## src/rtl/spi_reg_hub_pkg.sv

```systemverilog
// ----------------------------------------------------------------------------
// spi_reg_hub_pkg
// Shared definitions for the SPI register hub: command space codes, the
// session state encoding, fixed word widths and a shifter alignment helper.
//
// Optional build macro used by the hub: SPI_REG_HUB_SHADOW_EN
// (see rtl/spi_reg_hub.sv).
// ----------------------------------------------------------------------------
package spi_reg_hub_pkg;

    localparam logic [7:0] HUB_VERSION = 8'h02;

    localparam int CMD_W     = 8;   // command byte
    localparam int STATUS_W  = 16;  // status prefix of a buffer read
    localparam int TBL_PRE_W = 16;  // table start-address preload word
    localparam int ID_W      = 32;  // ID/capability word
    localparam int SH_W      = 32;  // shifter width, covers the widest word

    // cmd[6:5]
    typedef enum logic [1:0] {
        SP_CFG = 2'b00,
        SP_BUF = 2'b01,
        SP_TBL = 2'b10,
        SP_ID  = 2'b11
    } space_e;

    typedef enum logic [2:0] {
        ST_IDLE   = 3'd0,
        ST_CMD    = 3'd1,
        ST_CFG    = 3'd2,
        ST_BUF    = 3'd3,
        ST_TBL_A  = 3'd4,
        ST_TBL    = 3'd5,
        ST_ID     = 3'd6,
        ST_IGNORE = 3'd7
    } state_e;

    // The transmit shifter always sends from its top bit, so a w-bit word is
    // placed in the upper w bits.
    function automatic logic [SH_W-1:0] msb_align(input logic [SH_W-1:0] v,
                                                   input int unsigned     w);
        return v << (SH_W - w);
    endfunction

endpackage

```

## src/rtl/spi_hub_sync.sv

```systemverilog
// ----------------------------------------------------------------------------
// spi_hub_sync
// Brings the asynchronous SPI pins into the clk domain with 2-FF
// synchronisers and derives single-cycle edge pulses.
//
// Ports:
//   clk, rst_n      system clock, asynchronous active-low reset
//   ncs_spi         chip select pin (active low)
//   sck_spi         SPI clock pin
//   mosi_spi        SPI data-in pin
//   sck_rise        1-clk pulse on synced SCK rising edge
//   sck_fall        1-clk pulse on synced SCK falling edge
//   session_start   1-clk pulse on synced ncs falling edge
//   session_end     1-clk pulse on synced ncs rising edge
//   mosi_s          synced MOSI, aligned with the synced SCK
//   spi_busy        synced ncs is low
// ----------------------------------------------------------------------------
module spi_hub_sync (
    input  logic clk,
    input  logic rst_n,
    input  logic ncs_spi,
    input  logic sck_spi,
    input  logic mosi_spi,
    output logic sck_rise,
    output logic sck_fall,
    output logic session_start,
    output logic session_end,
    output logic mosi_s,
    output logic spi_busy
);

    // [0] first flop, [1] synced value, [2] previous synced value
    logic [2:0] r_sck;
    logic [2:0] r_ncs;
    logic [1:0] r_mosi;

    always_ff @(posedge clk or negedge rst_n) begin
        if (!rst_n) begin
            r_sck  <= '0;
            r_ncs  <= '1;   // deselected, so no session edge comes out of reset
            r_mosi <= '0;
        end else begin
            r_sck  <= {r_sck[1:0], sck_spi};
            r_ncs  <= {r_ncs[1:0], ncs_spi};
            r_mosi <= {r_mosi[0], mosi_spi};
        end
    end

    assign sck_rise      =  r_sck[1] & ~r_sck[2];
    assign sck_fall      = ~r_sck[1] &  r_sck[2];
    assign session_start = ~r_ncs[1] &  r_ncs[2];
    assign session_end   =  r_ncs[1] & ~r_ncs[2];
    // Same depth as the SCK path, so the value seen with sck_rise is the bit
    // the master set up before that edge.
    assign mosi_s        =  r_mosi[1];
    assign spi_busy      = ~r_ncs[1];

endmodule

```

## src/rtl/spi_reg_hub.sv

```systemverilog
// ----------------------------------------------------------------------------
// spi_reg_hub
// SPI mode-0 slave hub. A command byte {write, space[1:0], index[4:0]}
// selects one of:
//   00 CFG : NUM_CFG config registers, readback + write, auto-increment burst
//   01 BUF : 16-bit status prefix then sequential buffer RAM words
//   10 TBL : 16-bit start address, then writes into table port <index>
//   11 ID  : {DEV_ID, HUB_VERSION, NUM_CFG, NUM_TBL}
// MISO returns DEV_ID while the command byte shifts in. Data is MSB first,
// MOSI sampled on SCK rise, MISO advanced on SCK fall. clk >= 8x f_sck.
//
// Ports:
//   clk, rst_n        system clock, asynchronous active-low reset
//   ncs_spi, sck_spi, mosi_spi, miso_spi   SPI pins
//   cmd_out           last latched command byte
//   cfg_out           config registers, reg k at [k*CFG_W +: CFG_W]
//   cfg_wr_stb        1-clk commit strobe per register
//   status_in         status word sent ahead of buffer data
//   mem_addr/mem_data buffer RAM read port (data 1 clk after address)
//   tbl_addr/tbl_data shared table write address/data
//   tbl_we            1-clk write enable per table
//   spi_busy          session active (synced ncs low)
//   dbg_state         current session state
//
// Build option SPI_REG_HUB_SHADOW_EN: config writes go to shadow registers
// (readback shows the shadow) and all registers written during a session
// are copied to cfg_out together, with their strobes, when ncs rises.
// Without it, each config word commits as soon as it has been received.
// ----------------------------------------------------------------------------
module spi_reg_hub
    import spi_reg_hub_pkg::*;
#(
    parameter int               NUM_CFG = 4,
    parameter int               CFG_W   = 32,
    parameter logic [CFG_W-1:0] CFG_RST = '0,
    parameter int               NUM_TBL = 2,
    parameter int               TBL_AW  = 9,
    parameter int               TBL_DW  = 8,
    parameter int               MEM_AW  = 11,
    parameter int               MEM_DW  = 16,
    parameter logic [7:0]       DEV_ID  = 8'h91
) (
    input  logic                     clk,
    input  logic                     rst_n,
    input  logic                     ncs_spi,
    input  logic                     sck_spi,
    input  logic                     mosi_spi,
    output logic                     miso_spi,
    output logic [7:0]               cmd_out,
    output logic [NUM_CFG*CFG_W-1:0] cfg_out,
    output logic [NUM_CFG-1:0]       cfg_wr_stb,
    input  logic [15:0]              status_in,
    output logic [MEM_AW-1:0]        mem_addr,
    input  logic [MEM_DW-1:0]        mem_data,
    output logic [TBL_AW-1:0]        tbl_addr,
    output logic [TBL_DW-1:0]        tbl_data,
    output logic [NUM_TBL-1:0]       tbl_we,
    output logic                     spi_busy,
    output state_e                   dbg_state
);

    localparam int         CI_W      = (NUM_CFG > 1) ? $clog2(NUM_CFG) : 1;
    localparam int         TI_W      = (NUM_TBL > 1) ? $clog2(NUM_TBL) : 1;
    localparam logic [5:0] NUM_CFG_L = 6'(NUM_CFG);
    localparam logic [5:0] NUM_TBL_L = 6'(NUM_TBL);

    // ------------------------------------------------------------------
    // Pin synchronisation
    // ------------------------------------------------------------------
    logic w_sck_rise;
    logic w_sck_fall;
    logic w_session_start;
    logic w_session_end;
    logic w_mosi_s;
    logic w_busy;

    spi_hub_sync u_sync (
        .clk           (clk),
        .rst_n         (rst_n),
        .ncs_spi       (ncs_spi),
        .sck_spi       (sck_spi),
        .mosi_spi      (mosi_spi),
        .sck_rise      (w_sck_rise),
        .sck_fall      (w_sck_fall),
        .session_start (w_session_start),
        .session_end   (w_session_end),
        .mosi_s        (w_mosi_s),
        .spi_busy      (w_busy)
    );

    // ------------------------------------------------------------------
    // Registers
    // ------------------------------------------------------------------
    state_e              r_state;
    logic [SH_W-1:0]     r_tx;        // MISO shifter, sends bit SH_W-1
    logic [SH_W-1:0]     r_rx;        // MOSI shifter, fills from bit 0
    logic [5:0]          r_bit;       // bits received in the current word
    logic [5:0]          r_len;       // length of the current word
    logic [4:0]          r_idx;       // current cfg register / table port
    logic [7:0]          r_cmd;
    logic [CFG_W-1:0]    r_cfg [NUM_CFG];
    logic [NUM_CFG-1:0]  r_cfg_stb;
    logic [MEM_AW-1:0]   r_mem_addr;
    logic [TBL_AW-1:0]   r_tbl_addr;
    logic [TBL_DW-1:0]   r_tbl_data;
    logic [NUM_TBL-1:0]  r_tbl_we;
    logic                r_tbl_inc;   // advance tbl_addr after a write pulse
`ifdef SPI_REG_HUB_SHADOW_EN
    logic [CFG_W-1:0]    r_shadow [NUM_CFG];
    logic [NUM_CFG-1:0]  r_dirty;     // registers written this session
`endif

    // ------------------------------------------------------------------
    // Word assembly and decode
    // ------------------------------------------------------------------
    logic [SH_W-1:0]    w_rx_next;
    logic [5:0]         w_bit_next;
    logic               w_word_end;
    logic [7:0]         w_cmd;
    logic               w_cmd_wr;
    space_e             w_cmd_sp;
    logic [4:0]         w_cmd_idx;
    logic [CI_W-1:0]    w_cmd_csel;
    logic [CI_W-1:0]    w_cfg_sel;
    logic [CI_W-1:0]    w_cfg_nsel;
    logic               w_cfg_last;
    logic [CFG_W-1:0]   w_rd_cmd;     // readback for the commanded register
    logic [CFG_W-1:0]   w_rd_next;    // readback for the next register
    logic [NUM_TBL-1:0] w_tbl_onehot;
    logic [ID_W-1:0]    w_id_word;

    assign w_rx_next  = {r_rx[SH_W-2:0], w_mosi_s};
    assign w_bit_next = r_bit + 6'd1;
    assign w_word_end = w_sck_rise && (w_bit_next == r_len);

    // Command fields as they will be on the 8th rise
    assign w_cmd      = w_rx_next[7:0];
    assign w_cmd_wr   = w_cmd[7];
    assign w_cmd_sp   = space_e'(w_cmd[6:5]);
    assign w_cmd_idx  = w_cmd[4:0];
    assign w_cmd_csel = w_cmd_idx[CI_W-1:0];

    assign w_cfg_sel  = r_idx[CI_W-1:0];
    assign w_cfg_nsel = w_cfg_sel + CI_W'(1);
    assign w_cfg_last = ({1'b0, r_idx} + 6'd1) >= NUM_CFG_L;

    assign w_id_word  = {DEV_ID, HUB_VERSION, 8'(NUM_CFG), 8'(NUM_TBL)};

    always_comb begin
        w_tbl_onehot = '0;
        w_tbl_onehot[r_idx[TI_W-1:0]] = 1'b1;
`ifdef SPI_REG_HUB_SHADOW_EN
        w_rd_cmd  = r_shadow[w_cmd_csel];
        w_rd_next = r_shadow[w_cfg_nsel];
`else
        w_rd_cmd  = r_cfg[w_cmd_csel];
        w_rd_next = r_cfg[w_cfg_nsel];
`endif
    end

    // ------------------------------------------------------------------
    // Session state machine and datapath
    // ------------------------------------------------------------------
    always_ff @(posedge clk or negedge rst_n) begin
        if (!rst_n) begin
            r_state    <= ST_IDLE;
            r_tx       <= '0;
            r_rx       <= '0;
            r_bit      <= '0;
            r_len      <= '0;
            r_idx      <= '0;
            r_cmd      <= '0;
            r_cfg_stb  <= '0;
            r_mem_addr <= '0;
            r_tbl_addr <= '0;
            r_tbl_data <= '0;
            r_tbl_we   <= '0;
            r_tbl_inc  <= 1'b0;
            for (int k = 0; k < NUM_CFG; k++) begin
                r_cfg[k] <= CFG_RST;
            end
`ifdef SPI_REG_HUB_SHADOW_EN
            for (int k = 0; k < NUM_CFG; k++) begin
                r_shadow[k] <= CFG_RST;
            end
            r_dirty <= '0;
`endif
        end else begin
            r_cfg_stb <= '0;
            r_tbl_we  <= '0;
            r_tbl_inc <= 1'b0;

            if (r_tbl_inc) begin
                r_tbl_addr <= r_tbl_addr + TBL_AW'(1);
            end

            if (w_session_end) begin
                // A partially shifted word is simply dropped here.
                r_state <= ST_IDLE;
                r_bit   <= '0;
                r_tx    <= '0;
`ifdef SPI_REG_HUB_SHADOW_EN
                for (int k = 0; k < NUM_CFG; k++) begin
                    if (r_dirty[k]) begin
                        r_cfg[k] <= r_shadow[k];
                    end
                end
                r_cfg_stb <= r_dirty;
                r_dirty   <= '0;
`endif
            end else if (w_session_start) begin
                r_state <= ST_CMD;
                r_bit   <= '0;
                r_len   <= 6'(CMD_W);
                r_rx    <= '0;
                r_tx    <= msb_align(SH_W'(DEV_ID), CMD_W);
            end else if (r_state != ST_IDLE) begin
                // A freshly loaded word (r_bit == 0) must keep its first bit
                // on MISO through the fall that follows the loading rise.
                if (w_sck_fall && (r_bit != '0)) begin
                    r_tx <= r_tx << 1;
                end

                if (w_sck_rise) begin
                    r_rx  <= w_rx_next;
                    r_bit <= w_word_end ? 6'd0 : w_bit_next;
                end

                if (w_word_end) begin
                    case (r_state)
                        ST_CMD: begin
                            r_cmd <= w_cmd;
                            r_idx <= w_cmd_idx;
                            case (w_cmd_sp)
                                SP_CFG: begin
                                    if ({1'b0, w_cmd_idx} >= NUM_CFG_L) begin
                                        r_state <= ST_IGNORE;
                                        r_tx    <= '0;
                                    end else begin
                                        r_state <= ST_CFG;
                                        r_len   <= 6'(CFG_W);
                                        r_tx    <= msb_align(SH_W'(w_rd_cmd), CFG_W);
                                    end
                                end
                                SP_BUF: begin
                                    r_state    <= ST_BUF;
                                    r_len      <= 6'(STATUS_W);
                                    r_tx       <= msb_align(SH_W'(status_in), STATUS_W);
                                    r_mem_addr <= '0;
                                end
                                SP_TBL: begin
                                    if (!w_cmd_wr || ({1'b0, w_cmd_idx} >= NUM_TBL_L)) begin
                                        r_state <= ST_IGNORE;
                                    end else begin
                                        r_state <= ST_TBL_A;
                                        r_len   <= 6'(TBL_PRE_W);
                                    end
                                    r_tx <= '0;
                                end
                                default: begin  // SP_ID
                                    r_state <= ST_ID;
                                    r_len   <= 6'(ID_W);
                                    r_tx    <= msb_align(SH_W'(w_id_word), ID_W);
                                end
                            endcase
                        end

                        ST_CFG: begin
                            if (r_cmd[7]) begin
`ifdef SPI_REG_HUB_SHADOW_EN
                                r_shadow[w_cfg_sel] <= w_rx_next[CFG_W-1:0];
                                r_dirty[w_cfg_sel]  <= 1'b1;
`else
                                r_cfg[w_cfg_sel]     <= w_rx_next[CFG_W-1:0];
                                r_cfg_stb[w_cfg_sel] <= 1'b1;
`endif
                            end
                            if (w_cfg_last) begin
                                r_state <= ST_IGNORE;
                                r_tx    <= '0;
                            end else begin
                                r_idx <= r_idx + 5'd1;
                                r_tx  <= msb_align(SH_W'(w_rd_next), CFG_W);
                            end
                        end

                        ST_BUF: begin
                            // mem_data already reflects mem_addr, which has
                            // been stable for a whole word.
                            r_len      <= 6'(MEM_DW);
                            r_tx       <= msb_align(SH_W'(mem_data), MEM_DW);
                            r_mem_addr <= r_mem_addr + MEM_AW'(1);
                        end

                        ST_TBL_A: begin
                            r_state    <= ST_TBL;
                            r_len      <= 6'(TBL_DW);
                            r_tbl_addr <= w_rx_next[TBL_AW-1:0];
                        end

                        ST_TBL: begin
                            r_tbl_data <= w_rx_next[TBL_DW-1:0];
                            r_tbl_we   <= w_tbl_onehot;
                            r_tbl_inc  <= 1'b1;
                        end

                        ST_ID: begin
                            r_state <= ST_IGNORE;
                            r_tx    <= '0;
                        end

                        default: begin
                        end
                    endcase
                end
            end
        end
    end

    // ------------------------------------------------------------------
    // Outputs
    // ------------------------------------------------------------------
    logic w_miso_en;
    assign w_miso_en = (r_state == ST_CMD) || (r_state == ST_CFG) ||
                       (r_state == ST_BUF) || (r_state == ST_ID);

    // Gated by the raw pin as well so MISO drops as soon as ncs rises.
    assign miso_spi = ~ncs_spi & w_busy & w_miso_en & r_tx[SH_W-1];

    for (genvar k = 0; k < NUM_CFG; k++) begin : g_cfg_out
        assign cfg_out[k*CFG_W +: CFG_W] = r_cfg[k];
    end

    assign cmd_out    = r_cmd;
    assign cfg_wr_stb = r_cfg_stb;
    assign mem_addr   = r_mem_addr;
    assign tbl_addr   = r_tbl_addr;
    assign tbl_data   = r_tbl_data;
    assign tbl_we     = r_tbl_we;
    assign spi_busy   = w_busy;
    assign dbg_state  = r_state;

endmodule

```

## config.mk

```make
export PLATFORM = sky130hd
export DESIGN_NAME = spi_reg_hub
export DESIGN_NICKNAME = d
export VERILOG_FILES = /design/src/rtl/spi_reg_hub_pkg.sv /design/src/rtl/spi_hub_sync.sv /design/src/rtl/spi_reg_hub.sv
export SDC_FILE = /design/constraint.sdc
export NUM_CORES = 1
export LEC_CHECK = 0
export ABC_CLOCK_PERIOD_IN_PS = 4400
export CORE_MARGIN = 3
export CORE_UTILIZATION = 54
export CTS_CLUSTER_SIZE = 20
export DETAILED_ROUTE_END_ITERATION = 8
export GPL_TIMING_DRIVEN = 0
export PLACE_DENSITY = 0.8
export SLEW_MARGIN = 10
export SYNTH_ARGS = -nofsm -noshare
export SYNTH_HDL_FRONTEND = slang
export SYNTH_SLANG_ARGS = --single-unit
```

## constraint.sdc

```tcl
create_clock -name clk -period 4.4 [get_ports clk]
set_clock_uncertainty 0.15 [all_clocks]
set_input_delay 1.1 -clock clk [delete_from_list [all_inputs] [get_ports clk]]
set_output_delay 1.1 -clock clk [all_outputs]
set_load 0.01 [all_outputs]
```

==> run_results.csv, run 1 <==
group,metric,value,unit
status,status,"finished, final reports clean",
critical_path,critPathTopFamily,"buffers and inverters",
critical_path,path_max_fanout,10,
timing,final-hold-violation-count,0,
synthesis,synth_edf_count,0,
critical_path,slowest_delay,0.56,ns
critical_path,path_buf_inv,5,
power,cellLeakagePower,7.52,nW
synthesis,syn_nets,1134,
timing,rsz0062_at_grt,"no",
cts,cts_tree,"done",
cts,numCtsBuffers,27,
synthesis,ys_ff_latch,259,
synthesis,avgSynthCellArea,12.2,sq um
grt,grt_max_degree,107,
synthesis,synth_ff_type,"dfrtp_1",
critical_path,rrSetupSlack,0.36,ns
drt,wl_per_cell,24.7,um
synthesis,yosysTopAreaCell,"dfrtp_1",
timing,fmax,248,MHz
timing,slew_headroom,23.3,%
cells_and_area,postLayoutCoreUtil,70.6,%
critical_path,timing.critical_path.mode_cell,"clkbuf_1",
cells_and_area,diodes,0,
floorplanning,fp.dieW,162,um
timing,fin_crit_sh,91.8,%
power,p_switching,2.17,mW
drt,viasPerCell,6.50,
floorplanning,num_rows,56,
timing,setup-violations-final,0,
power,p_clk_share,37.6,%
place,place_area,15800,sq um
floorplanning,dieHeight,162,um
grt,overflow,0,
floorplanning,die-area,26400,sq um
timing,fin_crit,4.04,ns
grt,first_global_vias,11000,
synthesis,netlist_instances,1081,
synthesis,async_flop_share,100,%
grt,grt_pass1_wl,63.5,mm
grt,track_usage,30.9,%
drt,num_vias,10800,
synthesis,yosysMostFrequentCell,"dfrtp_1",
place,port_buffers,211,
drt,drc,0,
critical_path,worstSetupStartpointType,"flop",
synthesis,syn_area,13200,sq um
cts,cts_buffer_depth,3,
drt,routed_wl,41.0,mm
cells_and_area,n_fill_cell,1648,
power,power_switching_share,32.0,%
cells_and_area,nNetsFinal,1376,
power,pwr-share-comb,22.9,%
timing,worst_pin_slew,1.15,ns
run,drv_cap,0,
power,p_per_area,405,nW/um^2
synthesis,synth_top_cell_area_share,48.5,%
critical_path,cpMaxStageDelayCell,"clkbuf_1",
min_path,hp-class,"reg2reg",
cts,h-tree-depth,1,
cts,cts_root_buf,"clkbuf_16",
synthesis,yosys-top-cells-count,"256 x dfrtp_1, 139 x mux2_2, 94 x nand2_1",
place,gp_congestion,0.920,
critical_path,crit_path_end_kind,"flop",
power,p_seq_share,39.5,%
cts,holdBufCountCts,0,
drt,drt_pass1_iterations,6,
critical_path,crit_arrival,4.29,ns
synthesis,ys_warn_count,0,
cells_and_area,final_area,16800,sq um
drt,drtAntennaViolNets,0,
cts,insertion_delay,0.54,ns
cts,clk_pin_slew,0.06,ns
critical_path,cp.required,4.65,ns
drt,first_iter_violations,1252,
timing,drv_slew,0,
floorplanning,ios,212,
critical_path,cp_cell_sequence,"buf_2 > clkbuf_2 > inv_1 > ha_1 > clkbuf_1 > clkbuf_1 > mux4_2 > a221oi_1 > nor3_1",
synthesis,synth_cell_type_count,71,
cts,cts_sinks,259,
cells_and_area,syn_to_final_growth,26.9,%
cells_and_area,drive_gt1_share,22.4,%
floorplanning,coreArea,23800,sq um
critical_path,critical_path_class,"reg2reg",
synthesis,yosys-top-cells-area,"dfrtp_1 49%, mux2_2 12%, mux4_2 11%",
power,ir_worst_vdd,0.000353,V
power,power.total,6.79,mW
floorplanning,initial_core_util,55.6,%
power,p_int,4.62,mW
synthesis,ys_seq_area_share,49.1,%
place,hpwl,28.1,mm
grt,antenna_found_initial,1,
[repair_timing]
| item | in CTS | in global routing |
|---|---|---|
| setup buffers | 0 | 0 |
| cloned | 0 | 0 |
| setup endpoints to repair | 11 | 12 |
| resized for setup | 2 | 3 |
[final cells by class]
type	count	area, sq um	share of cell area, %
flip-flops and latches	259	6480	38.7
multi-input cells	724	6240	37.3
repair buffers	213	2170	13.0
clock buffers	36	749	4.47
plain buffers	84	429	2.56
well taps	319	399	2.38
clock inverters	11	230	1.37
inverters	14	52.6	0.314
[sequential cells by signal, indices dropped and copies added, names as in the netlist, 3 cells and up]
register and flops:
tbl_addr 9, tbl_data 8, cfg_wr_stb 4, r_len 3
u_sync.r_ncs 3, r_rx 31, cfg_out 128, cmd_out 8
r_tx 32, mem_addr 11, r_bit 6, u_sync.r_sck 3
dbg_state 3, r_idx 5
[cell usage in the layout, fill, tap and decap left out, types with 6 or more instances in the layout]
cell type	n
dfrtp_1	256
mux2_2	139
xor2_1	9
clkbuf_1	57
a221oi_1	9
nand2_1	94
o21ai_0	33
inv_1	13
nand4_1	8
buf_2	13
and3_1	9
clkdlybuf4s50_1	210
nand3_1	47
ha_1	16
o31ai_1	6
mux2_1	8
o221ai_1	13
and2_1	9
nand2b_1	7
a22o_1	11
a21oi_1	38
bufinv_16	7
buf_6	12
nor3_1	24
a22oi_1	23
nor2_1	52
a211oi_1	17
clkbuf_16	27
mux4_2	64
xnor2_1	8
[per-stage QoR]
step	std cells	setup slack, ns	setup TNS (ns)	hold slack (ns)
floorplan	1081	1.32	0	0.181
global placement	1611	-8.92	-2295.20	0.190
detailed placement	1613	-0.147	-0.828	0.195
CTS	1660	0.0253	0	0.204
global route	1660	0.212	0	0.206
finish	1660	0.361	0	0.202
[cell families after synthesis]
logic type                 synth area share, %
AOI/OAI and AO/OA                         10.3
xor gates and xnor gates                  1.25
adders and majority gates                 1.52
buffers and inverters                     3.62
DFF                                       49.1
muxes                                     23.8
and+or+nand+nor                           10.3
[power groups by stage]
| stage | sequential (mW) | combinational (mW) | clock, mW |
|---|---|---|---|
| after global routing | 2.69 | 1.66 | 2.65 |
| after global placement | 2.71 | 1.45 | 0 |
| after detailed placement | 2.71 | 1.50 | 0 |
| final | 2.68 | 1.55 | 2.55 |
| after floorplan | 2.67 | 0.944 | 0 |
| after CTS | 2.67 | 1.51 | 2.56 |
[per-layer routing]
layer | GRT usage, % | vias to the layer above | share of wire (%)
li1 | - | 4535 | -
met1 | 41.1 | 5435 | 38
met2 | 49.6 | 670 | 48
met3 | 6.66 | 143 | 9.8
met4 | 13.6 | 2 | 4.3
met5 | 0 | - | 0.022
[worst paths after layout]
kind / start / end / cells past startpoint
max: r_idx[0] / r_tx[0] / 9
min: u_sync.r_sck[0] / u_sync.r_sck[1] / 0
max reg2reg: r_idx[0] / r_tx[0] / 9
min reg2reg: u_sync.r_sck[0] / u_sync.r_sck[1] / 0
max in group asynchronous: rst_n / cfg_wr_stb[3] / 2
min in group asynchronous: rst_n / cfg_out[107] / 1
(Power assumes the default switching activity.)
==> run 2, diff against run 1 <==
HOLD_SLACK_MARGIN = 0.12   (was unset)
==> results of run 2 <==
The final DEF is identical to that of run 1; final timing and power are the same.
==> run 3, diff against run 2 <==
REMOVE_ABC_BUFFERS = 1   (was unset)
==> run 3 against run 2 <==
Against the previous run:
- utilization is 0.37 points lower
- die area stayed put
- sequential power is 4% higher
- critical endpoint is now r_tx[27]
- largest power group unchanged
==> run_results.csv, run 3 (same netlist as run 1, synthesis figures left out) <==
group,metric,value,unit
status,status,"finished, final reports clean",
critical_path,rrSetupSlack,0.43,ns
grt,grt_util_met2,47.6,%
floorplanning,fp.dieW,162,um
grt,met3_usage,6.43,%
drt,drtAntennaViolNets,0,
cts,clk_pin_slew,0.06,ns
grt,overflow,0,
timing,drv_slew,0,
cells_and_area,drive_gt1_share,23.5,%
grt,busiest_layer,"met2",
cts,cts_resized,0,
floorplanning,num_rows,56,
power,ir_worst_vdd,0.000387,V
min_path,min_path_cells,0,
timing,worst_pin_slew,1.29,ns
power,power.total,6.72,mW
min_path,hp-class,"reg2reg",
drt,wl_per_cell,24.0,um
critical_path,r2r-start,"r_bit[0]",
grt,grt_max_degree,108,
drt,viasPerCell,6.44,
timing,fin_ws,0.430,ns
place,port_buffers,211,
critical_path,reg2reg_to,"r_tx[27]",
grt,first_global_vias,10600,
cts,numCtsBuffers,28,
cells_and_area,diodes,0,
floorplanning,ios,212,
cts,post_cts_buffers,0,
floorplanning,die-area,26400,sq um
critical_path,critical_path_class,"reg2reg",
cts,holdBufCountCts,0,
place,gp_congestion,0.842,
cts,insertion_delay,0.54,ns
run,drv_cap,0,
timing,holdWs,0.201,ns
critical_path,r2r_cells,8,
timing,final-hold-violation-count,0,
cells_and_area,largest_register_ffs,128,
cts,h-tree-depth,1,
cells_and_area,layout_commonest_cell,"dfrtp_1",
power,cellLeakagePower,7.45,nW
drt,num_vias,10300,
cells_and_area,nNetsFinal,1305,
drt,drt_pass1_iterations,5,
cts,cts_buffer_depth,3,
cts,cts_sinks,259,
cells_and_area,syn_to_final_growth,26.3,%
critical_path,cp.required,4.63,ns
floorplanning,initial_core_util,55.6,%
critical_path,crit_arrival,4.20,ns
cts,cts_root_buf,"clkbuf_16",
timing,rsz0062_at_grt,"no",
drt,routed_wl,38.2,mm
grt,track_usage,29.0,%
grt,antenna_found_initial,0,
cells_and_area,postLayoutCoreUtil,70.2,%
timing,slew_headroom,14.1,%
timing,fin_crit_sh,90.2,%
grt,grt_pass1_wl,60.1,mm
critical_path,path_max_fanout,28,
timing,fmax,252,MHz
cells_and_area,layout_common_cells,"253 x dfrtp_1, 210 x clkdlybuf4s50_1, 139 x mux2_2",
timing,fin_crit,3.97,ns
grt,met1_usage,39.3,%
critical_path,crit_end,"r_tx[27]",
drt,drc,0,
power,p_per_area,403,nW/um^2
timing,setup-violations-final,0,
place,dp_slack,0.460,ns
cts,cts_tree,"done",
floorplanning,dieHeight,162,um
place,hpwl,24.5,mm
critical_path,crit_path_start,"r_bit[0]",
critical_path,worstSetupStartpointType,"flop",
drt,first_iter_violations,1016,
floorplanning,coreArea,23800,sq um
critical_path,crit_path_end_kind,"flop",
==> run 3: cell types whose count changed in the layout (fill, tap and decap cells not counted), moves of 4 or more <==
cell / change
nand4_4: +4
nor2_1: -4
buf_12: +6
buf_6: -9
nand4_2: -4
clkbuf_1: -55
buf_2: -13
==> run 3: worst min path at each step <==
stage / from / end / slack [ns]
5_1_grt: u_sync.r_mosi[0] / u_sync.r_mosi[1] / 0.21
3_3_place_gp: u_sync.r_mosi[0] / u_sync.r_mosi[1] / 0.18
6_report: u_sync.r_sck[0] / u_sync.r_sck[1] / 0.20
2_1_floorplan: u_sync.r_mosi[0] / u_sync.r_mosi[1] / 0.18
4_1_cts: u_sync.r_sck[0] / u_sync.r_sck[1] / 0.20
3_5_place_dp: u_sync.r_sck[0] / u_sync.r_sck[1] / 0.19
==> run 3: metal layers <==
layer / routed length, um / part of all wire [%] / up-vias
met5: 0 / 0 / -
li1: - / - / 4403
met4: 1090 / 2.9 / 0
met2: 18600 / 49 / 502
met1: 15300 / 40 / 5270
met3: 3210 / 8.4 / 85
==> run 3: area by class of cell <==
cell class / instances / area [sq um]
clock buffer: 36 / 791
clock inverter: 15 / 218
fill: 1645 / 7080
inverter: 14 / 52.6
multi-input combinational: 724 / 6320
sequential: 259 / 6490
tap: 319 / 399
timing repair buffer: 225 / 2400
==> run 3: critical path, cell delays in order (launching register included) <==
cell	delay, ns
dfrtp_1	0.43
inv_1	0.08
ha_1	0.13
or4b_2	0.59
o21ai_2	0.42
nand2b_1	1.04
o21ai_4	0.53
o221ai_1	0.34
a21oi_1	0.08
==> run 3: where the power goes <==
part	switching, mW	internal [mW]	total, mW
sequential	0.251	2.53	2.78
clock	0.982	1.56	2.54
combinational	0.898	0.497	1.39
total	2.13	4.59	6.72
==> run 3: through the flow <==
step	cells	TNS [ns]	cell area, sq um
final	1592	0	16700
after global routing	1592	0	16700
after CTS	1592	0	16700
after detailed placement	1541	0	15700
after global placement	1527	-2407.51	15300
after floorplan	997	-0.162	12800
